<file path="src/rtl/mem_access_stage.sv">
// Memory-access pipeline stage: runs sized loads/stores over a req/ack data bus,
// stalls EX while an access is outstanding and hands the result to writeback.
module mem_access_stage #(
    parameter int unsigned TIMEOUT = 16,
    parameter int unsigned CNT_W   = 5
) (
    input  logic        clk,
    input  logic        rst_n,
    input  logic        in_valid,
    input  logic        mem_read,
    input  logic        mem_write,
    input  logic [2:0]  funct3,
    input  logic [31:0] addr,
    input  logic [31:0] alu_in,
    input  logic [31:0] store_data,
    input  logic [4:0]  rd_in,
    input  logic        reg_write_in,
    output logic        stall,
    output logic        bus_req,
    output logic        bus_we,
    output logic [31:0] bus_addr,
    output logic [31:0] bus_wdata,
    output logic [3:0]  bus_be,
    input  logic [31:0] bus_rdata,
    input  logic        bus_ack,
    output logic        wb_valid,
    output logic [31:0] Read_Data,
    output logic [31:0] alu_out,
    output logic        sel,
    output logic [4:0]  rd_out,
    output logic        reg_write_out,
    output logic [1:0]  exc_out
);

    typedef enum logic {IDLE, REQ} state_t;

    state_t      state_q, state_d;
    logic        bus_req_q, bus_req_d, bus_we_q, bus_we_d;
    logic [31:0] bus_addr_q, bus_addr_d, bus_wdata_q, bus_wdata_d;
    logic [3:0]  bus_be_q, bus_be_d;
    logic        wb_valid_q, wb_valid_d, sel_q, sel_d, regw_q, regw_d;
    logic [31:0] rdata_q, rdata_d, alu_q, alu_d;
    logic [4:0]  rd_q, rd_d, rd_pend_q, rd_pend_d;
    logic        rw_pend_q, rw_pend_d, ld_q, ld_d;
    logic [1:0]  exc_q, exc_d, off_q, off_d;
    logic [2:0]  f3_q, f3_d;
    logic [CNT_W-1:0] cnt_q, cnt_d;

    logic        is_mem, bad, to_hit;
    logic [3:0]  be_n;
    logic [31:0] wdata_n, shifted, ext;
    logic [7:0]  ld_byte;
    logic [15:0] ld_half;

    always_comb begin
        is_mem = mem_read | mem_write;
        bad = is_mem & ((funct3 == 3'b011) || (funct3[2:1] == 2'b11) ||
                         (funct3[1:0] == 2'b01 && addr[0]) ||
                         (funct3[1:0] == 2'b10 && addr[1:0] != 2'b00) ||
                         (mem_read & mem_write));

        case (funct3[1:0])
            2'b00: begin
                be_n    = 4'b0001 << addr[1:0];
                wdata_n = {4{store_data[7:0]}};
            end
            2'b01: begin
                be_n    = addr[1] ? 4'b1100 : 4'b0011;
                wdata_n = {2{store_data[15:0]}};
            end
            default: begin
                be_n    = 4'b1111;
                wdata_n = store_data;
            end
        endcase
        if (!mem_write) be_n = 4'b1111;

        // Lane selection uses the offset and size captured at request time.
        shifted = bus_rdata >> {off_q, 3'b000};
        ld_byte = shifted[7:0];
        ld_half = off_q[1] ? bus_rdata[31:16] : bus_rdata[15:0];
        case (f3_q)
            3'b000:  ext = {{24{ld_byte[7]}}, ld_byte};
            3'b001:  ext = {{16{ld_half[15]}}, ld_half};
            3'b100:  ext = {24'h0, ld_byte};
            3'b101:  ext = {16'h0, ld_half};
            default: ext = bus_rdata;
        endcase

        to_hit = (TIMEOUT != 0) && (cnt_q == CNT_W'(TIMEOUT - 1));
    end

    always_comb begin
        state_d     = state_q;
        bus_req_d   = bus_req_q;
        bus_we_d    = bus_we_q;
        bus_addr_d  = bus_addr_q;
        bus_wdata_d = bus_wdata_q;
        bus_be_d    = bus_be_q;
        rdata_d     = rdata_q;
        alu_d       = alu_q;
        sel_d       = sel_q;
        rd_d        = rd_q;
        rd_pend_d   = rd_pend_q;
        rw_pend_d   = rw_pend_q;
        ld_d        = ld_q;
        off_d       = off_q;
        f3_d        = f3_q;
        cnt_d       = cnt_q;
        wb_valid_d  = 1'b0;
        regw_d      = 1'b0;
        exc_d       = 2'b00;
        stall       = 1'b0;

        case (state_q)
            IDLE: begin
                if (in_valid && !is_mem) begin
                    alu_d      = alu_in;
                    sel_d      = 1'b1;
                    rd_d       = rd_in;
                    regw_d     = reg_write_in;
                    wb_valid_d = 1'b1;
                end else if (in_valid && bad) begin
                    rd_d       = rd_in;
                    wb_valid_d = 1'b1;
                    exc_d      = 2'b01;
                end else if (in_valid) begin
                    stall       = 1'b1;
                    bus_req_d   = 1'b1;
                    bus_we_d    = mem_write;
                    bus_addr_d  = {addr[31:2], 2'b00};
                    bus_be_d    = be_n;
                    bus_wdata_d = wdata_n;
                    cnt_d       = '0;
                    f3_d        = funct3;
                    off_d       = addr[1:0];
                    ld_d        = mem_read;
                    rd_pend_d   = rd_in;
                    rw_pend_d   = reg_write_in;
                    state_d     = REQ;
                end
            end
            REQ: begin
                if (bus_ack) begin
                    bus_req_d  = 1'b0;
                    state_d    = IDLE;
                    wb_valid_d = 1'b1;
                    rd_d       = rd_pend_q;
                    if (ld_q) begin
                        sel_d   = 1'b0;
                        rdata_d = ext;
                        regw_d  = rw_pend_q;
                    end else begin
                        rdata_d = '0;
                    end
                end else if (to_hit) begin
                    bus_req_d  = 1'b0;
                    state_d    = IDLE;
                    wb_valid_d = 1'b1;
                    rd_d       = rd_pend_q;
                    exc_d      = 2'b10;
                end else begin
                    stall = 1'b1;
                    cnt_d = cnt_q + 1'b1;
                end
            end
            default: state_d = IDLE;
        endcase
    end

    always_ff @(posedge clk or negedge rst_n) begin
        if (!rst_n) begin
            state_q     <= IDLE;
            bus_req_q   <= 1'b0;
            bus_we_q    <= 1'b0;
            bus_addr_q  <= '0;
            bus_wdata_q <= '0;
            bus_be_q    <= '0;
            wb_valid_q  <= 1'b0;
            rdata_q     <= '0;
            alu_q       <= '0;
            sel_q       <= 1'b1;
            rd_q        <= '0;
            regw_q      <= 1'b0;
            exc_q       <= 2'b00;
            rd_pend_q   <= '0;
            rw_pend_q   <= 1'b0;
            ld_q        <= 1'b0;
            off_q       <= '0;
            f3_q        <= '0;
            cnt_q       <= '0;
        end else begin
            state_q     <= state_d;
            bus_req_q   <= bus_req_d;
            bus_we_q    <= bus_we_d;
            bus_addr_q  <= bus_addr_d;
            bus_wdata_q <= bus_wdata_d;
            bus_be_q    <= bus_be_d;
            wb_valid_q  <= wb_valid_d;
            rdata_q     <= rdata_d;
            alu_q       <= alu_d;
            sel_q       <= sel_d;
            rd_q        <= rd_d;
            regw_q      <= regw_d;
            exc_q       <= exc_d;
            rd_pend_q   <= rd_pend_d;
            rw_pend_q   <= rw_pend_d;
            ld_q        <= ld_d;
            off_q       <= off_d;
            f3_q        <= f3_d;
            cnt_q       <= cnt_d;
        end
    end

    assign bus_req       = bus_req_q;
    assign bus_we        = bus_we_q;
    assign bus_addr      = bus_addr_q;
    assign bus_wdata     = bus_wdata_q;
    assign bus_be        = bus_be_q;
    assign wb_valid      = wb_valid_q;
    assign Read_Data     = rdata_q;
    assign alu_out       = alu_q;
    assign sel           = sel_q;
    assign rd_out        = rd_q;
    assign reg_write_out = regw_q;
    assign exc_out       = exc_q;

endmodule
</file>
<file path="config.mk">
export PLATFORM = sky130hd
export DESIGN_NAME = mem_access_stage
export DESIGN_NICKNAME = d
export VERILOG_FILES = /design/src/rtl/mem_access_stage.sv
export SDC_FILE = /design/constraint.sdc
export NUM_CORES = 1
export LEC_CHECK = 0
export ABC_AREA = 1
export BUFFER_PORTS_ARGS = -buffer_cell sky130_fd_sc_hd__buf_2
export CAP_MARGIN = 15
export CORE_ASPECT_RATIO = 1.2
export CORE_MARGIN = 5
export CORE_UTILIZATION = 48
export CTS_CLUSTER_DIAMETER = 60
export DETAILED_ROUTE_END_ITERATION = 7
export PLACE_DENSITY_LB_ADDON = 0.05
export SLEW_MARGIN = 20
export SYNTH_ARGS = -nofsm -noshare
export SYNTH_HDL_FRONTEND = slang
export SYNTH_SLANG_ARGS = --single-unit
</file>
<file path="constraint.sdc">
create_clock -name clk -period 2 [get_ports clk]
set_input_delay 0.4 -clock clk [delete_from_list [all_inputs] [get_ports clk]]
set_output_delay 0.4 -clock clk [all_outputs]
set_load 0.02 [all_outputs]
</file>
==> impl_metrics.tcl, run 1 <==
set metrics [dict create \
    route.final.wire_length_um 19800 \
    htree_levels 4 \
    drv_cap 0 \
    io_pins 288 \
    grt_max_degree 72 \
    antenna_found_initial 2 \
    die_w_um 121 \
    netlist_top_cells_area "dfrtp_1, nand2_1, o21ai_0" \
    first_iter_violations 401 \
    p_leak_nw 5.01 \
    clk_latency_ns 0.42 \
    synth_xor_area_frac 0 \
    synth_simple_gate_area_frac 0.199 \
    die_y_um 143 \
    viasPerCell 5.04 \
    hold_viol_final 0 \
    worstHoldPathType "primary input to flop" \
    drt_pass1_iterations 4 \
    dpl_cell_area_um2 8730 \
    max_freq_ghz 0.500 \
    crit_fanout 2 \
    synth_top_family_by_area "simple AND/OR/NAND/NOR gates" \
    start_util 0.490 \
    gp_congestion 0.837 \
    clk_pin_slew_ns 0.06 \
    die-area_um2 17200 \
    grt_pass1_vias 6205 \
    ys_seq_area_frac 0.568 \
    power_density_nw_per_um2 1260 \
    hpwlAfterDp_um 14500 \
    period_share 0.999 \
    drcViolationCount 0 \
    synth-compound-area-share 0.118 \
    grt_pass1_wl_um 31500 \
    synth_area_leader_cell "dfrtp_1" \
    worstPathArrival_ns 1.60 \
    ir_drop_v 0.000727 \
    crit_path_end_kind "primary output" \
    syn-instance-count 770 \
    finalSetupViolCount 0 \
    worst_slack_ns 0.00130 \
    critPathKind "flop to primary output" \
    yosysTopAreaCellShare 0.564 \
    ys_seq_elements 160 \
    synth.mux.area_fraction 0.0567 \
    grtUsageTotal 0.232 \
    synth_warnings 0 \
    cts_tree "done" \
    wl_per_cell_um 15.8 \
    antenna_cells 0 \
    outcome "finished clean" \
    synth_area_um2 7060 \
    numCtsBuffers 17 \
    cp_cell_sequence "ha_2 -> nand2_2 -> nor2_2 -> ha_2 -> inv_2 -> nand3_2 -> nand2_2 -> buf_6" \
    critical_path.slowest_cell "dfrtp_1" \
    final_area_um2 9380 \
    dp_slack_ns 0.128 \
    fin_nets 1205 \
    fin_util 0.651 \
    cp-start-kind "flop" \
    num_vias 6290 \
    drive_above_1_share 0.379 \
    rsz0062_at_grt "yes" \
    period_minus_slack_ns 2.00 \
    drv_slew 0 \
    area_growth_pct 32.9 \
    grt_overflow_total 0 \
    cts.sinks 160 \
    critPathMaxStageDelay_ns 0.38 \
    required_ns 1.60 \
    synthAdderAreaFrac 0.00355 \
    clk_path_buf_depth 2 \
    io_buffers 285 \
    clock_skew_ns 0.00835 \
    cts_root_buffer "clkbuf_16" \
    core-area_um2 14400 \
    rows 48 \
    synth_cell_types 34 \
    final_antenna_net_count 0 \
    synth.avg_cell_area_um2 9.16 \
]
-- cell usage after synthesis --
library cell	instances
or2_2	3
clkbuf_1	23
conb_1	1
nand4_1	3
a21oi_1	33
dfstp_2	1
ha_1	2
nand3_4	1
nor2_4	1
or3_1	2
nand2_1	204
o21ai_0	99
o211ai_1	1
and2_1	1
nand3_1	60
buf_4	4
o21ai_2	8
nor3b_1	1
a21boi_0	1
buf_1	1
o21ai_1	17
clkinv_1	1
nand3_2	4
mux2_2	32
buf_2	9
nor2_1	41
inv_1	36
nor2_2	3
mux2i_1	4
dfrtp_1	159
nand2_2	3
buf_6	7
inv_2	1
nor3_1	3
-- registers in the layout, summed over array words and instances (netlist names) --
register,flops
bus_req,1
rd_out,5
ld_q,1
f3_q,3
exc_out,2
rw_pend_q,1
Read_Data,32
bus_be,4
bus_wdata,32
state_q,1
sel,1
cnt_q,5
wb_valid,1
reg_write_out,1
alu_out,32
rd_pend_q,5
off_q,2
bus_we,1
bus_addr,30
-- per-layer routing --
metal	track usage	wire length, µm
met5	0	23
met4	0.0656	241
met3	0.0777	1580
met2	0.389	9620
met1	0.288	8280
-- critical path: cells and delay by family (launching register included) --
kind | cells | cell delay (ns)
flip-flops | 1 | 0.38
adder cells (fa/ha/maj) | 2 | 0.35
AND/OR/NAND/NOR | 4 | 0.26
buffers and inverters | 2 | 0.18
-- power breakdown --
part	total [mW]	internal [mW]	switching, mW
Combinational	3.98	1.41	2.57
Sequential	4.66	4.17	0.493
Clock	3.20	1.88	1.32
-- through the flow --
step | hold slack (ns) | TNS [ns] | cells | total power [mW]
after detailed placement | 0.346 | 0 | 1210 | 8.71
after global placement | 0.349 | 0 | 1210 | 8.64
after global routing | 0.178 | -0.0894 | 1248 | 12.5
after CTS | 0.163 | -0.0146 | 1248 | 12.0
final | 0.185 | 0 | 1248 | 11.8
after floorplan | 0.104 | 0 | 771 | 7.10
-- area by class of cell --
cell class,count,area [µm²]
Clock buffer,20,447
Clock inverter,12,135
Fill cell,1296,5030
Inverter,38,143
Multi-Input combinational cell,529,2690
Sequential cell,160,4010
Tap cell,175,219
Timing Repair Buffer,314,1750
-- kinds of logic after synthesis --
family                     count (synthesis)
adders and majority gates                  2
AOI/OAI and AO/OA                        159
DFF                                      160
buffers and inverters                     82
other                                      1
muxes                                     36
and+or+nand+nor                          330
-- timing repair --
item                                   CTS  global route
setup endpoints to repair                1             1
endpoints found under the hold margin   36             0
pin swaps                                3             0
setup buffers                            5             0
resized for setup                        8             1
hold buffers                             1             0
-- path summary, 6_finish.rpt --
check                                end  slack (ns)         start  cells after the start
max reg2reg                     cnt_q[0]        0.30      cnt_q[1]                     10
min                           exc_out[1]        0.19       bus_ack                      2
min in group asynchronous  Read_Data[20]        0.46         rst_n                      2
max in group asynchronous    alu_out[19]        0.90         rst_n                      3
max                                stall       0.001      cnt_q[1]                      8
min reg2reg                 bus_addr[11]        0.47  bus_addr[11]                      2
-- layout by cell type (no fill, tap or decap), types with 2 or more instances in the layout --
cell type     n
a21oi_1      33
buf_12        7
buf_2       283
buf_4        21
buf_6         2
bufinv_16     2
clkbuf_1      2
clkbuf_16    17
clkinv_2      2
clkinv_4      2
clkinvlp_4    4
conb_1        2
dfrtp_1     159
ha_2          2
inv_1        35
inv_2         2
inv_6         2
mux2_2       32
mux2i_1       4
nand2_1     202
nand2_2       5
nand3_1      59
nand3_2       5
nand4_1       3
nor2_1       40
nor2_2        4
nor3_1        3
o21ai_0      99
o21ai_1      17
o21ai_2       8
or2_2         3
or3_1         2
No activity file was read; power rests on OpenSTA's default activity.
==> run 2: changes to the inputs <==
--- a/config.mk
+++ b/config.mk
@@ -10,7 +10,7 @@
 export CAP_MARGIN = 15
 export CORE_ASPECT_RATIO = 1.2
 export CORE_MARGIN = 5
-export CORE_UTILIZATION = 48
+export CORE_UTILIZATION = 32
 export CTS_CLUSTER_DIAMETER = 60
 export DETAILED_ROUTE_END_ITERATION = 7
 export PLACE_DENSITY_LB_ADDON = 0.05
==> run 2 against run 1 <==
  * The flow now finishes with violations (negative setup slack)
  * Clock-buffer cell count unchanged
  * Routed wire length increased by 13%
  * Total power increased by 1.6%
  * Setup slack got worse by 0.017 ns
  * Global-route usage decreased by 5.7 points
  * Largest cell class unchanged
  * Via count increased by 0.16%
  * Critical path type unchanged
  * Critical path depth unchanged
==> impl_metrics.tcl, run 2 (same netlist as run 1, synthesis figures left out) <==
set metrics [dict create \
    crit_fanout 2 \
    area_growth_pct 35.3 \
    cts_tree "done" \
    top_layer "met5" \
    worst_slack_ns -0.0156 \
    num_vias 6300 \
    worstHoldPathType "primary input to flop" \
    core-area_um2 21700 \
    required_ns 1.60 \
    grt_pass1_vias 6495 \
    start_util 0.325 \
    die-area_um2 25100 \
    drt_pass1_iterations 4 \
    hold_viol_final 0 \
    violations "negative setup slack" \
    route.final.wire_length_um 22300 \
    drv_slew 0 \
    register_area_um2 4010 \
    clock_skew_ns 0.00855 \
    hold_slack_ns 0.198 \
    power_density_nw_per_um2 1260 \
    final_area_um2 9550 \
    cp-start-kind "flop" \
    wl_met1_um 9900 \
    io_pins 288 \
    ir_drop_v 0.000590 \
    cts.sinks 160 \
    period_share 1.01 \
    crit_path_end_kind "primary output" \
    met3WireLength_um 1620 \
    max_freq_ghz 0.496 \
    io_buffers 285 \
    reg2reg_depth 13 \
    fin_nets 1208 \
    htree_levels 4 \
    rsz0062_at_grt "yes" \
    drv_cap 0 \
    n_fill_cell 2248 \
    period_minus_slack_ns 2.02 \
    final_antenna_net_count 0 \
    finalSetupViolCount 1 \
    hpwlAfterDp_um 16600 \
    gp_congestion 0.782 \
    critPathKind "flop to primary output" \
    worstPathArrival_ns 1.62 \
    r2r_start "cnt_q[1]" \
    clk_pin_slew_ns 0.07 \
    multi_input_area_um2 2700 \
    outcome "finished with violations" \
    die_w_um 146 \
    drive_above_1_share 0.383 \
    wl_met2_um 10400 \
    grt_overflow_total 0 \
    r2r_slack_ns 0.19 \
    rows 59 \
    mostFrequentLayoutCells "buf_2, nand2_1, dfrtp_1, o21ai_0, nand3_1" \
    dpl_cell_area_um2 8870 \
    die_y_um 173 \
    critPathLaunch "cnt_q[1]" \
    grtUsageTotal 0.175 \
    final_common_cell "buf_2" \
    cts_root_buffer "clkbuf_16" \
    antenna_found_initial 3 \
    p_leak_nw 5.04 \
    grt_pass1_wl_um 35800 \
    clk_path_buf_depth 2 \
    min_path_cells 2 \
    clk_latency_ns 0.42 \
    drcViolationCount 0 \
    first_iter_violations 271 \
    wl_per_cell_um 16.5 \
    numCtsBuffers 17 \
    crit_end "stall" \
    grt_max_degree 82 \
    r2r_end "rd_out[2]" \
    viasPerCell 4.66 \
]
## run 2: power by group
| group | total (mW) | switching, mW | internal [mW] | leakage, nW |
|---|---|---|---|---|
| logic | 4.06 | 2.64 | 1.42 | 2.76 |
| clock network | 3.32 | 1.41 | 1.91 | 0.288 |
| registers | 4.65 | 0.484 | 4.16 | 1.99 |
## run 2: area by class of cell
cell class	instances	area share
Multi-Input combinational cell	529	0.283
Tap cell	274	0.0359
Sequential cell	160	0.420
Antenna cell	1	0.000262
Clock buffer	20	0.0468
Timing Repair Buffer	317	0.184
Inverter	38	0.0149
Clock inverter	12	0.0152
## run 2: worst min path at each step
stage | from | endpoint | slack (ns)
final | bus_ack | exc_out[1] | 0.20
after global routing | alu_in[29] | alu_out[29] | 0.18
after CTS | addr[26] | bus_addr[26] | 0.18
after detailed placement | rst_n | Read_Data[20] | 0.35
after global placement | rst_n | Read_Data[20] | 0.35
after floorplan | rst_n | Read_Data[0] | 0.10
## run 2: through the flow
| stage | util | power [mW] | cells | TNS (ns) | setup slack (ns) |
|---|---|---|---|---|---|
| after floorplan | - | 7.10 | 771 | 0 | 0.0215 |
| after global placement | 0.409 | 8.79 | 1313 | 0 | 0.179 |
| after detailed placement | 0.409 | 8.81 | 1313 | 0 | 0.165 |
| after CTS | 0.439 | 12.2 | 1349 | -0.0392 | -0.0392 |
| after global routing | 0.440 | 12.8 | 1351 | -0.0981 | -0.0981 |
| final | 0.440 | 12.0 | 1351 | -0.0156 | -0.0156 |
## run 2: layer usage
layer / track usage / vias up
li1: - / 3123
met4: 0.0467 / 4
met5: 0 / -
met3: 0.0589 / 24
met2: 0.283 / 209
met1: 0.225 / 2940
## run 2: worst max-delay path: stages, from the launching register on
cell and delay (ns):
dfrtp_1 0.39, ha_2 0.20, nand2_2 0.08, nor2_2 0.04
ha_2 0.16, inv_2 0.07, nand3_4 0.08, nand2_4 0.07
buf_6 0.12
## run 2: timing repair
item,CTS,global route
pin swaps,2,0
gates resized for setup,11,1
hold endpoints to repair,36,0
hold buffers,1,0
setup endpoints to repair,1,1
setup buffers,3,1
